### src/rtl/bpm_step_timer.sv
`default_nettype none
// ============================================================================
//  Module   : bpm_step_timer
//  Purpose  : Sequencer step clock. Derives the step period from a live BPM
//             input and a steps-per-beat subdivision using a multi-cycle
//             restoring divider. Produces step/beat/bar pulses and the index
//             of the step just pulsed.
//  Ports    : Clock     - system clock, rising edge
//             Reset     - synchronous, active-high
//             Start     - one-cycle start / resync request
//             Stop      - one-cycle stop request
//             BPM       - tempo in beats per minute, 0 halts
//             Step      - one-cycle pulse per step
//             Beat      - with Step when StepIndex % STEPS_PER_BEAT == 0
//             Bar       - with Step when StepIndex == 0
//             StepIndex - index of the step just pulsed (held between steps)
//             Running   - high while counting steps
//             Busy      - high while the period is being computed
//  Revision : 1.0 - initial release
// ============================================================================
module bpm_step_timer #(
    parameter int CLK_HZ         = 50_000_000,
    parameter int BPM_W          = 10,
    parameter int STEPS_PER_BEAT = 4,
    parameter int NUM_STEPS      = 16,
    parameter int STEP_W         = 4,
    parameter int DIV_W          = 32
) (
    input  logic              Clock,
    input  logic              Reset,
    input  logic              Start,
    input  logic              Stop,
    input  logic [BPM_W-1:0]  BPM,
    output logic              Step,
    output logic              Beat,
    output logic              Bar,
    output logic [STEP_W-1:0] StepIndex,
    output logic              Running,
    output logic              Busy
);

    localparam logic [1:0] c_S_IDLE = 2'd0;
    localparam logic [1:0] c_S_CALC = 2'd1;
    localparam logic [1:0] c_S_RUN  = 2'd2;

    // Dividend: clock ticks per minute. Built at 64 bits so the product
    // cannot overflow before being cut down to the datapath width.
    localparam logic [63:0]      c_N_FULL = 64'(CLK_HZ) * 64'd60;
    localparam logic [DIV_W-1:0] c_N      = c_N_FULL[DIV_W-1:0];
    localparam int               c_D_W    = BPM_W + $clog2(STEPS_PER_BEAT);
    localparam int               c_CNT_W  = $clog2(DIV_W + 1);

    logic [1:0]         r_state;
    logic [BPM_W-1:0]   r_bpm;
    logic [DIV_W-1:0]   r_q;
    logic [DIV_W-1:0]   r_tc;
    logic [DIV_W-1:0]   r_div;
    logic [DIV_W-1:0]   r_rem;
    logic [DIV_W-1:0]   r_dvd;
    logic [c_CNT_W-1:0] r_cnt;
    logic               r_fresh;

    logic [c_D_W-1:0]   w_d_narrow;
    logic [DIV_W-1:0]   w_div;
    logic [DIV_W:0]     w_rem_sh;
    logic [DIV_W:0]     w_sub;
    logic               w_qbit;
    logic [DIV_W-1:0]   w_p_cl;
    logic [DIV_W-1:0]   w_tc;
    logic [STEP_W-1:0]  w_idx_next;
    logic               w_beat_next;
    logic               w_bpm_zero;

    assign w_bpm_zero = (BPM == '0);

    // Divisor = BPM * steps-per-beat, zero-extended to the datapath width.
    assign w_d_narrow = c_D_W'(BPM) * c_D_W'(STEPS_PER_BEAT);
    assign w_div      = DIV_W'(w_d_narrow);

    // One restoring-division step: the dividend register shifts its MSB into
    // the partial remainder and collects quotient bits at its LSB, so after
    // DIV_W steps it holds the quotient.
    assign w_rem_sh = {r_rem, r_dvd[DIV_W-1]};
    assign w_sub    = w_rem_sh - {1'b0, r_div};
    assign w_qbit   = ~w_sub[DIV_W];

    // Period below 2 cycles cannot produce distinct pulses.
    assign w_p_cl = (r_dvd < DIV_W'(2)) ? DIV_W'(2) : r_dvd;
    assign w_tc   = w_p_cl - DIV_W'(1);

    assign w_idx_next  = (StepIndex == STEP_W'(NUM_STEPS - 1)) ? '0
                                                               : StepIndex + STEP_W'(1);
    assign w_beat_next = ((32'(w_idx_next) % 32'(STEPS_PER_BEAT)) == 32'd0);

    assign Running = (r_state == c_S_RUN);
    assign Busy    = (r_state == c_S_CALC);

    always_ff @(posedge Clock) begin
        if (Reset) begin
            r_state   <= c_S_IDLE;
            r_bpm     <= '0;
            r_q       <= '0;
            r_tc      <= '0;
            r_div     <= '0;
            r_rem     <= '0;
            r_dvd     <= '0;
            r_cnt     <= '0;
            r_fresh   <= 1'b0;
            Step      <= 1'b0;
            Beat      <= 1'b0;
            Bar       <= 1'b0;
            StepIndex <= '0;
        end else begin
            Step <= 1'b0;
            Beat <= 1'b0;
            Bar  <= 1'b0;
            // A zero tempo while active behaves exactly like Stop.
            if (Stop || ((r_state != c_S_IDLE) && w_bpm_zero)) begin
                r_state   <= c_S_IDLE;
                r_q       <= '0;
                StepIndex <= '0;
            end else begin
                case (r_state)
                    c_S_IDLE: begin
                        if (Start && !w_bpm_zero) begin
                            r_bpm     <= BPM;
                            r_div     <= w_div;
                            r_rem     <= '0;
                            r_dvd     <= c_N;
                            r_cnt     <= '0;
                            r_fresh   <= 1'b1;
                            StepIndex <= '0;
                            r_state   <= c_S_CALC;
                        end
                    end
                    c_S_CALC: begin
                        if (r_cnt != c_CNT_W'(DIV_W)) begin
                            r_rem <= w_qbit ? w_sub[DIV_W-1:0] : w_rem_sh[DIV_W-1:0];
                            r_dvd <= {r_dvd[DIV_W-2:0], w_qbit};
                            r_cnt <= r_cnt + c_CNT_W'(1);
                        end else begin
                            r_tc    <= w_tc;
                            r_state <= c_S_RUN;
                            // Only a cold start forces an immediate step; a
                            // tempo change resumes the running count.
                            if (r_fresh) begin
                                r_q  <= '0;
                                Step <= 1'b1;
                                Beat <= 1'b1;
                                Bar  <= 1'b1;
                            end
                        end
                    end
                    c_S_RUN: begin
                        if (Start) begin
                            r_q       <= '0;
                            StepIndex <= '0;
                            Step      <= 1'b1;
                            Beat      <= 1'b1;
                            Bar       <= 1'b1;
                        end else if (BPM != r_bpm) begin
                            r_bpm   <= BPM;
                            r_div   <= w_div;
                            r_rem   <= '0;
                            r_dvd   <= c_N;
                            r_cnt   <= '0;
                            r_fresh <= 1'b0;
                            r_state <= c_S_CALC;
                        end else if (r_q >= r_tc) begin
                            // >= rather than == so a count left above a new,
                            // shorter terminal count fires straight away.
                            r_q       <= '0;
                            StepIndex <= w_idx_next;
                            Step      <= 1'b1;
                            Beat      <= w_beat_next;
                            Bar       <= (w_idx_next == '0);
                        end else begin
                            r_q <= r_q + DIV_W'(1);
                        end
                    end
                    default: r_state <= c_S_IDLE;
                endcase
            end
        end
    end

endmodule
`default_nettype wire

### config.mk
export PLATFORM = sky130hd
export DESIGN_NAME = bpm_step_timer
export DESIGN_NICKNAME = d
export VERILOG_FILES = /design/src/rtl/bpm_step_timer.sv
export SDC_FILE = /design/constraint.sdc
export NUM_CORES = 1
export LEC_CHECK = 0
export CAP_MARGIN = 30
export CORE_MARGIN = 1.5
export CORE_UTILIZATION = 62
export DETAILED_ROUTE_END_ITERATION = 6
export PLACE_DENSITY = 0.8
export SYNTH_ARGS = -nofsm -noshare
export SYNTH_HDL_FRONTEND = slang
export SYNTH_SLANG_ARGS = --single-unit
### constraint.sdc
create_clock -name Clock -period 5.2 [get_ports Clock]
set_input_delay 1.04 -clock Clock [delete_from_list [all_inputs] [get_ports Clock]]
set_output_delay 1.04 -clock Clock [all_outputs]
set_load 0.005 [all_outputs]
==> impl_results.md <==
- Area of the multi-input gates: 5190 µm²
- Cell with the most instances after synthesis: dfxtp_1
- Ys flop type: dfxtp_1
- Area taken by flip-flops and latches: 3080 µm²
- Post-Place Setup Slack: 1240 ps
- Clk_skew: 8.42 ps
- Worst Setup End Kind: flip-flop
- I/O Buffers: 22
- Crit path DAT: 4340 ps
- Setup TNS: 0 ps
- Ys async rst share: 0
- Die height: 122 µm
- Setup Buffers After CTS: 0
- Hold_buf cts: 0
- Top post-synthesis cells by count: dfxtp_1, nor2_1, xnor2_1, inv_1, nand2_1
- Fillers: 1068
- F_max: 251 MHz
- CTS resizes: 0
- WL/cell: 15.0 µm
- Worst Setup Slack, final: 1210 ps
- Leakage: 3.43 nW
- DP Wirelength: 13.1 mm
- CTS clk-pin slew, worst paths: 60 ps
- # rows: 43
- Sink Count: 154
- Sequential share of the synthesized area: 0.353
- Post-layout instance area: 9670 µm²
- Via Count: 7316
- Num CTS Buffers: 17
- Placed instance area: 9060 µm²
- GP Congestion: 0.834
- Minimum clock period: 3990 ps
- Startpoint Class: flip-flop
- Fin util: 0.699
- Largest net degree at the start of global routing: 71
- Critical path fanouts, max: 7
- Vias in the first global route: 6709
- Drt initial violations: 567
- VDD IR max: 240 µV
- Slew Viols, Final: 0
- Clock Latency Late Sink: 430 ps
- Antenna cells: 0
- Syn_nets: 1139
- Horiz. Die Dim: 122 µm
- Max-cap violations: 0
- First-pass GRT wire length: 31.4 mm
- Area Overhead vs Synth: 10.7%
- Fin. Hold Viols: 0
- Rel. slew slack: 0.356
- Avg Inst Size Synth: 8.15 µm²
- ANT nets after route: 0
- GRT Overall Usage: 0.263
- Period utilization: 0.767
- Yosys warning total: 0
- Post-Syn Area: 8730 µm²
- Initial antenna violation count: 0
- Vias/cell: 5.81
- RSZ-0062 raised after global routing: false
- DRC Markers: 0
- Gate Count Post-Synth: 1072
- Die area: 14800 µm²
- Yosys top cell area share: 0.353
- Ranking of synthesized cells by area: dfxtp_1, xnor2_1, ha_1
- Grt ovf: 0
- Final WL: 18.9 mm
- CP Class: flip-flop to flip-flop
- Yosys reg bits: 154
- Cell taking the most area after synthesis: dfxtp_1
- Post-synth cell types: 59
- Layout net count: 1135
- Share of layout cells above drive strength 1: 0.0500
- CTS Buffer Depth: 2
- Crit path required time: 5550 ps
- I/O pin total: 23
- Drt first pass iters: 5
- Core area: 13800 µm²
- PD cells: 307 nW/µm²
- Max H-tree Level: 4
- Min-Delay Path Class: flip-flop to flip-flop
- CTS tree: yes
- Root Buffer Master: clkbuf_16
- Outcome: finished clean
- Worst slew pin tran: 961 ps
- Initial Utilization: 0.632
- Post-synth EDFFs: 0
- Final setup vio count: 0
cells by family (layout without fill, tap and decap cells):
kind of cell,count (synthesis),in the layout,synth area share
flops,154,154,0.353
buf+inv,128,136,0.0563
compound gates,189,189,0.145
fa+ha+maj,53,53,0.0768
simple gates,429,429,0.247
xor+xnor,95,95,0.0953
mux,24,24,0.0275
sequential cells by signal, summed over array words and instances, names as in the netlist:
name and flops:
r_state 2, r_rem 32, r_cnt 6, Beat 1
StepIndex 4, r_q 32, Bar 1, r_tc 32
r_div 10, r_dvd 32, r_fresh 1, Step 1
layout make-up:
class,instances,share of cell area
multi-input combinational,790,0.537
clock buffer,24,0.0509
inverter,75,0.0291
clock inverter,7,0.0118
timing repair buffer,30,0.0292
sequential,154,0.319
tap,180,0.0233
through the flow:
| step | instances | power [mW] | hold WS (ps) |
|---|---|---|---|
| final | 1260 | 2.97 | 467 |
| after global routing | 1260 | 3.07 | 484 |
| after CTS | 1260 | 2.97 | 470 |
| after detailed placement | 1229 | 1.71 | 462 |
| after global placement | 1228 | 1.71 | 457 |
| after floorplan | 1072 | 1.62 | 440 |
placed cells by master, fill, tap and decap left out, types with 24 or more instances in the layout:
cell,n
a21oi_1,48
mux2i_1,24
a211oi_1,38
nor2_1,120
nor3_1,38
nand4_1,33
dfxtp_1,154
inv_1,75
nand2_1,71
xnor2_1,77
ha_1,52
o21ai_0,24
nand3_1,51
nand2b_1,30
worst max-delay path: stages, from the launching register on:
cell      delay, ps
dfxtp_1         360
or4_1           620
nor4_1          300
nand4_1         170
nand2_1         140
ha_1            180
or4b_2          650
or2_0           340
or2_2           360
nor3_1          330
nand2_1         120
xnor2_1         130
a211oi_1        210
final timing paths:
kind,startpoint,end,slack (ps),cells past startpoint
setup reg to reg,r_dvd[9]$_SDFFE_PP0P_,r_tc[30]$_SDFFE_PP0P_,1210,12
setup / recovery,r_dvd[9]$_SDFFE_PP0P_,r_tc[30]$_SDFFE_PP0P_,1210,12
hold / removal,r_rem[1]$_SDFFE_PP0P_,r_rem[1]$_SDFFE_PP0P_,470,2
hold reg to reg,r_rem[1]$_SDFFE_PP0P_,r_rem[1]$_SDFFE_PP0P_,470,2
metal layers:
layer  part of all wire  vias to the layer above  global-route usage
met5                  0                        -                   0
met3              0.027                       23              0.0538
met2               0.47                      119               0.446
li1                   -                     3777                   -
met4              0.018                        0              0.0765
met1               0.48                     3397               0.339
power breakdown:
part           switching (mW)  total [mW]  internal [mW]
sequential             0.0236        1.22           1.20
clock                   0.476        1.28          0.802
combinational           0.266       0.470          0.204
No activity file was read; power rests on OpenSTA's default activity.
